===== src/rtl/wrd_pkg.sv =====
`default_nettype none
// ============================================================================
// Module   : wrd_pkg
// Brief    : Shared word-recognition datapath constants and sizing helpers.
// Revision : 1.0
// ============================================================================
package wrd_pkg;

    localparam int WRD_BW         = 8;
    localparam int WRD_FRAME_SIZE = 50;

    // A one-entry-wide pointer is still needed when the depth collapses to 1.
    function automatic int wrd_ptr_w(input int depth);
        return (depth > 1) ? $clog2(depth) : 1;
    endfunction

    localparam int WRD_PTR_W = wrd_ptr_w(WRD_FRAME_SIZE);

endpackage : wrd_pkg
`default_nettype wire


===== src/rtl/sync_fifo_mem.sv =====
`default_nettype none
// ============================================================================
// Module   : sync_fifo_mem
// Brief    : FIFO storage array, registered write and asynchronous read; not reset.
// Revision : 1.0
// ============================================================================
module sync_fifo_mem #(
    parameter int DATA_WIDTH = 8,
    parameter int DEPTH      = 50,
    parameter int ADDR_W     = 6
) (
    input  logic                  i_clk,
    input  logic                  i_we,
    input  logic [ADDR_W-1:0]     i_waddr,
    input  logic [DATA_WIDTH-1:0] i_wdata,
    input  logic [ADDR_W-1:0]     i_raddr,
    output logic [DATA_WIDTH-1:0] o_rdata
);

    logic [DATA_WIDTH-1:0] r_mem [DEPTH];

    always_ff @(posedge i_clk) begin
        if (i_we) begin
            r_mem[i_waddr] <= i_wdata;
        end
    end

    assign o_rdata = r_mem[i_raddr];

endmodule : sync_fifo_mem
`default_nettype wire


===== src/rtl/sync_fifo.sv =====
`default_nettype none
// ============================================================================
// Module   : sync_fifo
// Brief    : Single-clock FWFT circular FIFO; define FIFO_CHECK_EN for
//            simulation overflow/underflow checks.
// Revision : 1.0
// ============================================================================
module sync_fifo
    import wrd_pkg::*;
#(
    parameter int DATA_WIDTH = WRD_BW,
    parameter int FIFO_DEPTH = WRD_FRAME_SIZE
) (
    input  logic                  clk_i,
    input  logic                  rst_i_n,
    input  logic                  enq_i,
    input  logic                  deq_i,
    input  logic [DATA_WIDTH-1:0] din_i,
    output logic [DATA_WIDTH-1:0] dout_o,
    output logic                  full_o_n,
    output logic                  empty_o_n
);

    localparam int                  c_PTR_W    = wrd_ptr_w(FIFO_DEPTH);
    localparam int                  c_CNT_W    = $clog2(FIFO_DEPTH + 1);
    localparam logic [c_PTR_W-1:0]  c_PTR_LAST = c_PTR_W'(FIFO_DEPTH - 1);
    localparam logic [c_CNT_W-1:0]  c_CNT_FULL = c_CNT_W'(FIFO_DEPTH);

    logic [c_PTR_W-1:0]    r_wr_ptr;
    logic [c_PTR_W-1:0]    r_rd_ptr;
    logic [c_CNT_W-1:0]    r_count;
    logic                  w_do_enq;
    logic                  w_do_deq;
    logic [DATA_WIDTH-1:0] w_rd_data;

    assign empty_o_n = (r_count != '0);
    assign full_o_n  = (r_count != c_CNT_FULL);

    // A full FIFO still accepts a write when the head leaves on the same edge.
    assign w_do_enq = enq_i & (full_o_n | deq_i);
    assign w_do_deq = deq_i & empty_o_n;

    always_ff @(posedge clk_i or negedge rst_i_n) begin
        if (!rst_i_n) begin
            r_wr_ptr <= '0;
            r_rd_ptr <= '0;
            r_count  <= '0;
        end else begin
            if (w_do_enq) begin
                r_wr_ptr <= (r_wr_ptr == c_PTR_LAST) ? '0 : r_wr_ptr + c_PTR_W'(1);
            end
            if (w_do_deq) begin
                r_rd_ptr <= (r_rd_ptr == c_PTR_LAST) ? '0 : r_rd_ptr + c_PTR_W'(1);
            end
            case ({w_do_enq, w_do_deq})
                2'b10:   r_count <= r_count + c_CNT_W'(1);
                2'b01:   r_count <= r_count - c_CNT_W'(1);
                default: r_count <= r_count;
            endcase
        end
    end

    sync_fifo_mem #(
        .DATA_WIDTH (DATA_WIDTH),
        .DEPTH      (FIFO_DEPTH),
        .ADDR_W     (c_PTR_W)
    ) u_mem (
        .i_clk   (clk_i),
        .i_we    (w_do_enq),
        .i_waddr (r_wr_ptr),
        .i_wdata (din_i),
        .i_raddr (r_rd_ptr),
        .o_rdata (w_rd_data)
    );

    // Storage is never reset, so an empty FIFO must mask stale head data.
    assign dout_o = empty_o_n ? w_rd_data : '0;

`ifdef FIFO_CHECK_EN
    a_no_overflow : assert property (@(posedge clk_i) disable iff (!rst_i_n)
        !(enq_i && !full_o_n && !deq_i))
        else $error("sync_fifo: write while full dropped");

    a_no_underflow : assert property (@(posedge clk_i) disable iff (!rst_i_n)
        !(deq_i && !empty_o_n))
        else $error("sync_fifo: read while empty ignored");
`else
`endif

endmodule : sync_fifo
`default_nettype wire


===== config.mk =====
export PLATFORM = sky130hd
export DESIGN_NAME = sync_fifo
export DESIGN_NICKNAME = d
export VERILOG_FILES = /design/src/rtl/wrd_pkg.sv /design/src/rtl/sync_fifo_mem.sv /design/src/rtl/sync_fifo.sv
export SDC_FILE = /design/constraint.sdc
export NUM_CORES = 1
export LEC_CHECK = 0
export BUFFER_PORTS_ARGS = -buffer_cell sky130_fd_sc_hd__buf_2
export CAP_MARGIN = 40
export CORE_MARGIN = 10
export CORE_UTILIZATION = 55
export CTS_BUF_LIST = sky130_fd_sc_hd__clkbuf_4 sky130_fd_sc_hd__clkbuf_8
export DETAILED_ROUTE_END_ITERATION = 16
export HOLD_SLACK_MARGIN = 0.1
export PLACE_DENSITY = 0.74
export SYNTH_ARGS = -nofsm -noshare
export SYNTH_HDL_FRONTEND = slang
export SYNTH_SLANG_ARGS = --single-unit

===== constraint.sdc =====
create_clock -name clk_i -period 5.2 [get_ports clk_i]
set_clock_uncertainty 0.15 [all_clocks]
set_input_delay 1.3 -clock clk_i [delete_from_list [all_inputs] [get_ports clk_i]]
set_output_delay 1.3 -clock clk_i [all_outputs]
set_load 0.1 [all_outputs]

Word-level counts from Yosys, hierarchy flattened. Memory sizes are Yosys's and may differ from the RTL's. Cells that the tools add are included.

Memories kept: 1. Bits in writable memories: 400. Bits in registers: 18. Output and inout bits: 10. Logic and storage cells: 24.

Mux-type cells: 6. Add/subtract/negate cells: 4. Bitwise operators: 3. Reduce and logical (&&, ||, !) cells: 2. Eq/ne operators: 5.

Memory list: u_mem.r_mem (depth 50, bits a word 8, read ports 1, clocked after memory_dff 0, wr ports 1, line sync_fifo_mem.sv:20) `logic [DATA_WIDTH-1:0] r_mem [DEPTH];`.

Operator list (number): $add A6 B1 Y6 const B (3); $eq A6 B6 Y1 const B (2); $mux W6 (2); $pmux W6 S2 (1); $mux W8 (1); $ne A6 B6 Y1 const B (1); $reduce_bool A6 Y1 (1); $sub A6 B1 Y6 const B (1); $and A1 B1 Y1 (2); $eq A2 B1 Y1 const B (1); $eq A2 B2 Y1 const B (1); $mux W1 (2); $reduce_bool A2 Y1 (1); $or A1 B1 Y1 (1).

Depth between registers and ports, before layout. Gate-level depths: netlist of the first run.

Depth in word-level cells: 5. Mapped depth: 14.

Hierarchy. From an unflattened synthesis of the first run, not the netlist that was laid out.

Cell total of the unflattened synthesis: 1022. Area, all modules: 17191.5 sq um.

Modules (own cells, without submodules): sync_fifo_mem (cells an instance 897, times used 1, area an instance 15980.3 sq um); sync_fifo (cells an instance 125, times used 1, area an instance 1211.2 sq um).

Worst setup path after synthesis of the first run. OpenSTA, ideal clock, no wires.

Path kind: register -> output. Start: register r_count[0]. End: output port dout_o[0]. Buffers on the path: 1. Data arrival time: 2.374 ns. Path slack: 1.376 ns. Stages on the path, launching flop included: 6. Cells stage by stage: dfrtp_1 -> or3_4 -> or4_4 -> and2_1 -> buf_1 -> a22o_1.

Longest elaborated chain between the ends: 2.

RTL lines: start, declared (line sync_fifo.sv:31) `logic [c_CNT_W-1:0] r_count;`; start signal, assigned (line sync_fifo.sv:56) `2'b10: r_count <= r_count + c_CNT_W'(1);`; start signal, assigned (line sync_fifo.sv:57) `2'b01: r_count <= r_count - c_CNT_W'(1);`; start signal, assigned (line sync_fifo.sv:58) `default: r_count <= r_count;`; $reduce_bool A6 Y1 (line sync_fifo.sv:36) `assign empty_o_n = (r_count != '0);`; via empty_o_n (line sync_fifo.sv:21) `output logic empty_o_n`; $mux W8 (line sync_fifo.sv:77) `assign dout_o = empty_o_n ? w_rd_data : '0;`; end, declared (line sync_fifo.sv:19) `output logic [DATA_WIDTH-1:0] dout_o,`.

The timed path passes the listed nets, and every way through them passes these cells.

Worst setup path after layout of the first run.
Start: register r_rd_ptr[0]. End: output port dout_o[1].

Longest elaborated chain between the ends: 2.

RTL lines: start, declared (line sync_fifo.sv:30) `logic [c_PTR_W-1:0] r_rd_ptr;`; start signal, assigned (line sync_fifo.sv:53) `r_rd_ptr <= (r_rd_ptr == c_PTR_LAST) ? '0 : r_rd_ptr + c_PTR_W'(1);`; $mem_v2 Z50 W8; $mux W8 (line sync_fifo.sv:77).

No other way between the ends.

==> results of run 1 <==
==> routing by layer <==
| layer | vias up | wire length [µm] | share of wire |
|---|---|---|---|
| met3 | 74 | 3130 | 0.085 |
| met1 | 4561 | 15000 | 0.41 |
| li1 | 3702 | - | - |
| met2 | 411 | 17700 | 0.48 |
| met5 | - | 13 | 0.00035 |
| met4 | 2 | 946 | 0.026 |
==> through the flow <==
step | power (mW) | std cells | setup WS (ns) | util | cell area, µm²
3_3_place_gp | 7.34 | 1241 | 0.759 | 0.576 | 17200
2_1_floorplan | 6.52 | 865 | 1.38 | - | 16700
5_1_grt | 10.4 | 1370 | 0.0865 | 0.624 | 18600
4_1_cts | 10.0 | 1368 | 0.0225 | 0.623 | 18600
6_report | 10.0 | 1370 | 0.238 | 0.624 | 18600
3_5_place_dp | 7.39 | 1251 | 0.671 | 0.580 | 17300
==> cells by family after synthesis <==
| family | after synthesis |
|---|---|
| muxes | 123 |
| DFF | 418 |
| xor gates and xnor gates | 13 |
| buffers and inverters | 55 |
| and+or+nand+nor | 141 |
| AOI/OAI and AO/OA | 108 |
| adders and majority gates | 7 |
==> final timing paths <==
kind | from | cells past startpoint | to | slack, ns
min in group asynchronous | rst_i_n | 1 | r_wr_ptr[3] | 0.49
min reg2reg | r_count[5] | 1 | r_count[5] | 0.38
max reg2reg | r_count[0] | 6 | u_mem.r_mem[33][3] | 1.91
max in group asynchronous | rst_i_n | 1 | r_rd_ptr[3] | 4.07
min | r_count[5] | 1 | r_count[5] | 0.38
max | r_rd_ptr[0] | 7 | dout_o[1] | 0.24
==> cell usage after synthesis (9+ instances only) <==
| cell type | n |
|---|---|
| a211oi_1 | 15 |
| a21oi_1 | 22 |
| a22o_1 | 14 |
| a22oi_1 | 15 |
| a31oi_1 | 9 |
| buf_2 | 9 |
| clkbuf_1 | 25 |
| dfrtp_1 | 18 |
| edfxtp_1 | 400 |
| mux2i_1 | 40 |
| mux4_1 | 15 |
| mux4_2 | 65 |
| nand2_1 | 20 |
| nand3_1 | 15 |
| nor2_1 | 64 |
| nor2b_1 | 10 |
| o22ai_1 | 9 |
==> registers in the layout (all words and copies together), names as in the netlist <==
| signal | flops |
|---|---|
| u_mem.r_mem | 400 |
| r_count | 6 |
| r_rd_ptr | 6 |
| r_wr_ptr | 6 |
==> final cells by class <==
type | count | share of cell area
Clock buffer | 86 | 0.0573
Clock inverter | 31 | 0.0106
Inverter | 4 | 0.000807
Multi-Input combinational cell | 392 | 0.212
Sequential cell | 418 | 0.670
Tap cell | 390 | 0.0262
Timing Repair Buffer | 49 | 0.0230
==> where the power goes <==
part / internal [mW] / total [mW] / switching, mW / leakage, nW
combinational: 1.20 / 3.29 / 2.09 / 1.62
clock: 1.37 / 2.66 / 1.29 / 0.667
sequential: 3.85 / 4.07 / 0.224 / 3.80
==> Flow_metrics.wiki, run 1 <==
{| class="wikitable"
! Metric !! Value
|-
| Dominant cell type by area after synthesis || edfxtp_1
|-
| Largest stage delay on the critical path || between 0.6 and 0.7 ns
|-
| Cell family with the largest share of critical-path delay || compound AO/OA/AOI/OAI gates
|-
| Kind of path behind the tightest hold check || register to register
|-
| Vertical die dimension || 194 µm
|-
| Multi-input gate area in the final layout || 0.00394 mm²
|-
| Remaining design rule violation count || 0
|-
| Via count of the first global-routing pass || slightly below 9000
|-
| CTS Buf Count || 67
|-
| Floorplan die area || roughly 0.038 mm²
|-
| Primary FF master, synth || edfxtp_1
|-
| Final hold vios || 0
|-
| Yosys warns || 0
|-
| Share of synthesized area occupied by flip-flops and latches || 0.746
|-
| Final-stage net count || around 950
|-
| Final period utilization || 0.954
|-
| GR Layer Usage met3 || 0.0410
|-
| WL per Instance || 26.9 µm
|-
| Peak supply drop || roughly 450 µV
|-
| Clock Tree Buf Depth || 3
|-
| Net count of the mapped netlist || roughly 900
|-
| Cell Area, Synth || 0.0167 mm²
|-
| Combinational family with the most area after synthesis || multiplexers
|-
| Most used cells in the layout excluding fill and tap cells || edfxtp_1, clkbuf_8, mux4_2
|-
| RSZ-0062 raised after global routing || false
|-
| Most frequent cell on the critical path || a22o_1
|-
| CP endpoint kind || output port
|-
| Count of vias placed by the detailed router || a little under 9000
|-
| Ratio of cells with drive above 1 in the final layout || 0.233
|-
| Kind of critical path || register to output port
|-
| Final RePlAce weighted congestion || around 0.84
|-
| Xor-xnor portion of the synthesized cell area || 0.00681
|-
| Buffers on Ports || 21
|-
| Post-detailed-placement half-perimeter wirelength || ~23 mm
|-
| Largest fanout on the critical path || 36
|-
| Global-route total usage across every layer || 0.193
|-
| Area taken by flip-flops and latches || 0.0125 mm²
|-
| GR Layer Usage met1 || 0.269
|-
| Master of the slowest instance on the critical path || dfrtp_4
|-
| Final global-route overflow total || 0
|-
| Hold_ws || between 0.3 and 0.4 ns
|-
| Worst-skew pair later-pin latency || 0.60 ns
|-
| Via count normalized by instance count || ~6.4
|-
| Initial antenna violation count || 1
|-
| Number of detailed-route iterations in the first pass || 5
|-
| PostCTS Resize Cnt || 0
|-
| CP Data Arrival Time || ~3.5 ns
|-
| Core Footprint || 0.0298 mm²
|-
| Synth-to-layout area growth || 11.3%
|-
| Pin count of the biggest net entering global routing || about 50
|-
| Fraction of synthesis flops using an asynchronous set or reset pin || 0.0431
|-
| Drt total wl || between 30 and 40 mm
|-
| Register bit count reported by yosys || 418
|-
| Standby leakage power || ~6 nW
|-
| Power per cell area || ~540 mW/mm²
|-
| First-pass GRT wire length || between 50 and 60 mm
|-
| Outcome || completed
|-
| Total of fill cells in the finished design || 2041
|-
| Top achievable clock speed || about 200 MHz
|-
| Tmin final || ~5.0 ns
|-
| Basic-gate share of the synthesized area counting and, or, nand and nor cells || 0.0411
|-
| TritonCTS clock tree || done
|-
| Top post-synthesis cells by area || edfxtp_1, mux4_2, dfrtp_1, mux2i_1, mux4_1
|-
| Detail Route Antenna Nets || 0
|-
| Count of distinct cell types in the synthesized netlist || 54
|-
| Mean post-synth cell area || ~19 µm²
|-
| Setup TNS Final || 0 ns
|-
| Top-area cell type share of the netlist area || 0.719
|-
| Multiplexer fraction of the synthesized cell area || 0.137
|-
| Number of buffer and inverter stages on the critical path || 2
|-
| Critical path cell sequence || buf_12 > mux4_1 > a22o_1 > a211oi_1 > a21oi_1 > a22o_1 > buf_2
|-
| Met2 demand-to-capacity share in global routing || 0.296
|-
| Clock root buffer master || clkbuf_8
|-
| Initial cell density of the core || 0.561
|-
| Number of clock sinks || around 420
|-
| H-tree depth reported by CTS || 3
|-
| Number of setup buffers added after CTS || 0
|-
| Worst-Margin Slew || approximately 0.93 ns
|-
| Compound-Gate Fraction of Synth Area || 0.0452
|-
| Diodes inserted || 0
|-
| Count of final setup violators || 0
|-
| Leading cell type in the layout, fill and taps excluded || edfxtp_1
|-
| Number of max-cap violations || 0
|-
| Clock input transition at the sequential cells of the worst setup and hold paths || 0.06 ns
|-
| Kind of start point of the critical path || register
|-
| Critical Path RT || between 3 and 4 ns
|-
| Number of ports placed on the die boundary || 22
|-
| Number of pins exceeding their max-slew limit in the final report || 0
|-
| Number of enable-type register cells in the synthesized netlist || 400
|-
| Slew margin rel. || 0.376
|-
| Hold buffers post-CTS || 0
|-
| Horizontal extent of the die || 194 µm
|-
| Synthesized netlist cell count || about 870
|-
| GRT Max-Usage Layer || met2
|-
| Std cell rows || 63
|-
| Number of design-rule violations left by the first detailed-router iteration || ~1000
|-
| Fraction of the mapped netlist area in adder cells || 0.00524
|}
Note: power is estimated with default switching activity, not from simulation.
==> inputs of run 2 (changes only) <==
Settings changed: CORE_MARGIN 10 to default, SYNTH_HIERARCHICAL from default to 1.
==> run 2 against run 1 <==
Net effect: critical endpoint is now dout_o[7]; largest cell class unchanged; cell count up 12%; largest power group unchanged; combinational power increased by 6.1%; cell area increased by 2.9%.
==> Flow_metrics.wiki, run 2 <==
{| class="wikitable"
! Metric !! Value
|-
| Most repeated cell in the gate-level netlist after synthesis || edfxtp_1
|-
| Clock share of power || 0.250
|-
| Number of buffer and inverter stages on the critical path || 2
|-
| Largest fanout on the critical path || 28
|-
| Slew margin rel. || 0.357
|-
| Dominant cell type by area after synthesis || edfxtp_1
|-
| Floorplan die area || around 0.032 mm²
|-
| Largest register FFs || 400
|-
| Initial cell density of the core || 0.561
|-
| Register-to-register setup slack || 1.72 ns
|-
| Cell Area, Synth || approximately 0.017 mm²
|-
| Register bit count reported by yosys || roughly 420
|-
| Pin count of the biggest net entering global routing || 67
|-
| Global-route total usage across every layer || 0.238
|-
| Net count of the mapped netlist || between 1000 and 1500
|-
| Number of enable-type register cells in the synthesized netlist || 400
|-
| Met2 routed WL || around 18 mm
|-
| Via count normalized by instance count || between 6 and 7
|-
| Power spent charging and discharging nets || between 3 and 4 mW
|-
| Std cell rows || between 60 and 70
|-
| Setup TNS Final || 0 ns
|-
| Crit path depth || 8
|-
| Remaining design rule violation count || 0
|-
| Multi-input gate area in the final layout || around 0.0044 mm²
|-
| Number of pins exceeding their max-slew limit in the final report || 0
|-
| Tmin final || ~5 ns
|-
| Count of distinct cell types in the synthesized netlist || slightly above 60
|-
| First-pass GRT wire length || 55.0 mm
|-
| Clock Tree Buf Depth || 3
|-
| Core Footprint || approximately 0.031 mm²
|-
| Count of vias placed by the detailed router || about 9400
|-
| Kind of critical path || register to output port
|-
| Number of design-rule violations left by the first detailed-router iteration || 988
|-
| Top achievable clock speed || approximately 200 MHz
|-
| Termination of the worst setup path || dout_o[7]
|-
| Internal cell power || 6.50 mW
|-
| Kind of path behind the tightest hold check || register to register
|-
| Via count of the first global-routing pass || around 9100
|-
| Total of fill cells in the finished design || around 2100
|-
| Comb power frac || 0.342
|-
| Share of synthesized area occupied by flip-flops and latches || 0.725
|-
| Horizontal extent of the die || about 180 µm
|-
| Endpoint of the worst register-to-register path || r_count[5]
|-
| TritonCTS clock tree || done
|-
| Yosys warns || 6
|-
| Final RePlAce weighted congestion || 0.902
|-
| CP Data Arrival Time || about 3.6 ns
|-
| Outcome || completed
|-
| Buffers on Ports || 21
|-
| Worst-skew pair later-pin latency || roughly 0.58 ns
|-
| Drt total wl || approximately 37 mm
|-
| Switching portion of total power || 0.364
|-
| Clock input transition at the sequential cells of the worst setup and hold paths || roughly 0.060 ns
|-
| Final period utilization || 0.962
|-
| Count of final setup violators || 0
|-
| Primary FF master, synth || edfxtp_1
|-
| CTS Buf Count || between 60 and 70
|-
| Largest register by flop count || u_mem/r_mem
|-
| Final global-route overflow total || 0
|-
| Final Non-Filler Cells || between 1500 and 2000
|-
| Leading cell type in the layout, fill and taps excluded || edfxtp_1
|-
| Synthesized netlist cell count || between 1000 and 1500
|-
| Detail Route Antenna Nets || 0
|-
| H-tree depth reported by CTS || 2
|-
| Clock root buffer master || clkbuf_8
|-
| Final core utilization || 0.624
|-
| Area taken by flip-flops and latches || 0.0125 mm²
|-
| Critical Path RT || between 3 and 4 ns
|-
| Number of clock sinks || about 420
|-
| CP endpoint kind || output port
|-
| Worst-Margin Slew || around 0.96 ns
|-
| Kind of start point of the critical path || register
|-
| Final-stage net count || between 1000 and 1500
|-
| Dpl cells || ~1400
|-
| Initial antenna violation count || 2
|-
| Mean post-synth cell area || 16.8 µm²
|-
| Number of detailed-route iterations in the first pass || 6
|-
| Standby leakage power || between 6 and 7 nW
|-
| Ratio of cells with drive above 1 in the final layout || 0.186
|-
| Sequential cell fraction of total power || 0.408
|-
| Origin of the worst setup path || r_rd_ptr[1]
|-
| Most used cells in the layout excluding fill and tap cells || edfxtp_1, mux2i_1, nor2_1
|-
| Synth-to-layout area growth || 11.3%
|-
| Register-to-Register Path Depth || 9
|-
| Fraction of synthesis flops using an asynchronous set or reset pin || 0.0431
|-
| RSZ-0062 raised after global routing || false
|-
| Peak supply drop || between 800 and 900 µV
|-
| Cell family with the largest share of critical-path delay || flip-flops
|-
| Master of the slowest instance on the critical path || dfrtp_4
|-
| Power per cell area || approximately 530 mW/mm²
|-
| Largest stage delay on the critical path || between 0.6 and 0.7 ns
|-
| Number of ports placed on the die boundary || 22
|-
| R2r startpoint || r_count[0]
|-
| M1 wire length || 15.3 mm
|-
| Vertical die dimension || 179 µm
|-
| Top post-synthesis cells by area || edfxtp_1, mux2i_1, mux4_2, dfrtp_1, nor2_1
|-
| Number of max-cap violations || 0
|-
| Total length of routed met3 wires || 2.95 mm
|-
| DR top layer || met4
|-
| Final hold vios || 0
|-
| Post-detailed-placement half-perimeter wirelength || ~24 mm
|-
| WL per Instance || roughly 24 µm
|-
| Most used standard cells in the synthesized netlist || edfxtp_1, mux2i_1, nor2_1
|-
| Top-area cell type share of the netlist area || 0.699
|-
| Critical path cell sequence || buf_4 > mux4_2 > mux2i_1 > nor2_1 > a311oi_1 > nand4_1 > and2_1 > buf_2
|}
==> run 2: area by class of cell <==
type	count	share of cell area
Sequential cell	418	0.651
Multi-Input combinational cell	544	0.229
Clock buffer	91	0.0569
Timing Repair Buffer	54	0.0276
Tap cell	396	0.0259
Clock inverter	23	0.00673
Inverter	9	0.00190
Antenna cell	2	0.000261
==> run 2: timing repair <==
| action | 4_1_cts | 5_1_grt |
|---|---|---|
| resized for setup | 0 | 1 |
| endpoints found under the setup margin | 0 | 3 |
| hold buffers | 0 | 0 |
| setup buffers | 0 | 1 |
==> run 2: kinds of logic (layout without fill, tap and decap cells) <==
kind of cell,after synthesis,after routing,synth area share
DFF,418,418,0.725
and+or+nand+nor,230,230,0.0663
muxes,187,187,0.130
AOI/OAI and AO/OA,111,111,0.0480
buffers and inverters,60,177,0.0199
adders and majority gates,10,10,0.00771
xor gates and xnor gates,6,6,0.00306
other,0,2,0
==> run 2: through the flow <==
step	area (µm²)	power (mW)	setup WS, ns	hold slack, ns
after detailed placement	17900	7.67	0.671	0.349
after global routing	19100	10.6	0.0843	0.381
after floorplan	17200	6.80	1.20	0.308
final	19100	10.2	0.196	0.361
after CTS	19100	10.2	0.0247	0.361
after global placement	17700	7.58	0.689	0.336
==> run 2: worst min-delay path by stage <==
stage / slack, ns / depth (start not counted) / start / to
after floorplan: 0.31 / 1 / r_count[5] / r_count[5]
after global placement: 0.34 / 1 / r_count[5] / r_count[5]
after detailed placement: 0.35 / 1 / r_count[5] / r_count[5]
after CTS: 0.36 / 1 / r_count[5] / r_count[5]
after global routing: 0.38 / 1 / r_count[5] / r_count[5]
final: 0.36 / 1 / r_count[5] / r_count[5]
==> run 2: power groups by stage <==
stage | logic [mW] | clock network, mW | registers (mW)
after global routing | 3.70 | 2.75 | 4.20
after floorplan | 2.77 | 0 | 4.03
final | 3.49 | 2.56 | 4.17
after global placement | 3.31 | 0 | 4.27
after detailed placement | 3.41 | 0 | 4.26
after CTS | 3.42 | 2.60 | 4.19
==> run 2: routing by layer <==
metal / GRT usage / up-vias
met3: 0.0609 / 70
li1: - / 4168
met5: 0 / -
met4: 0.0756 / 0
met2: 0.376 / 399
met1: 0.323 / 4720
==> run 2: worst reg2reg max path: cells and delay by family, from the launching register on <==
family / cells / cell delay (ns)
AO/OA/AOI/OAI: 2 / 0.50
XOR/XNOR: 1 / 0.13
adder cells (fa/ha/maj): 2 / 0.67
buffers and inverters: 1 / 0.14
flip-flops: 1 / 0.44
AND/OR/NAND/NOR: 3 / 1.38
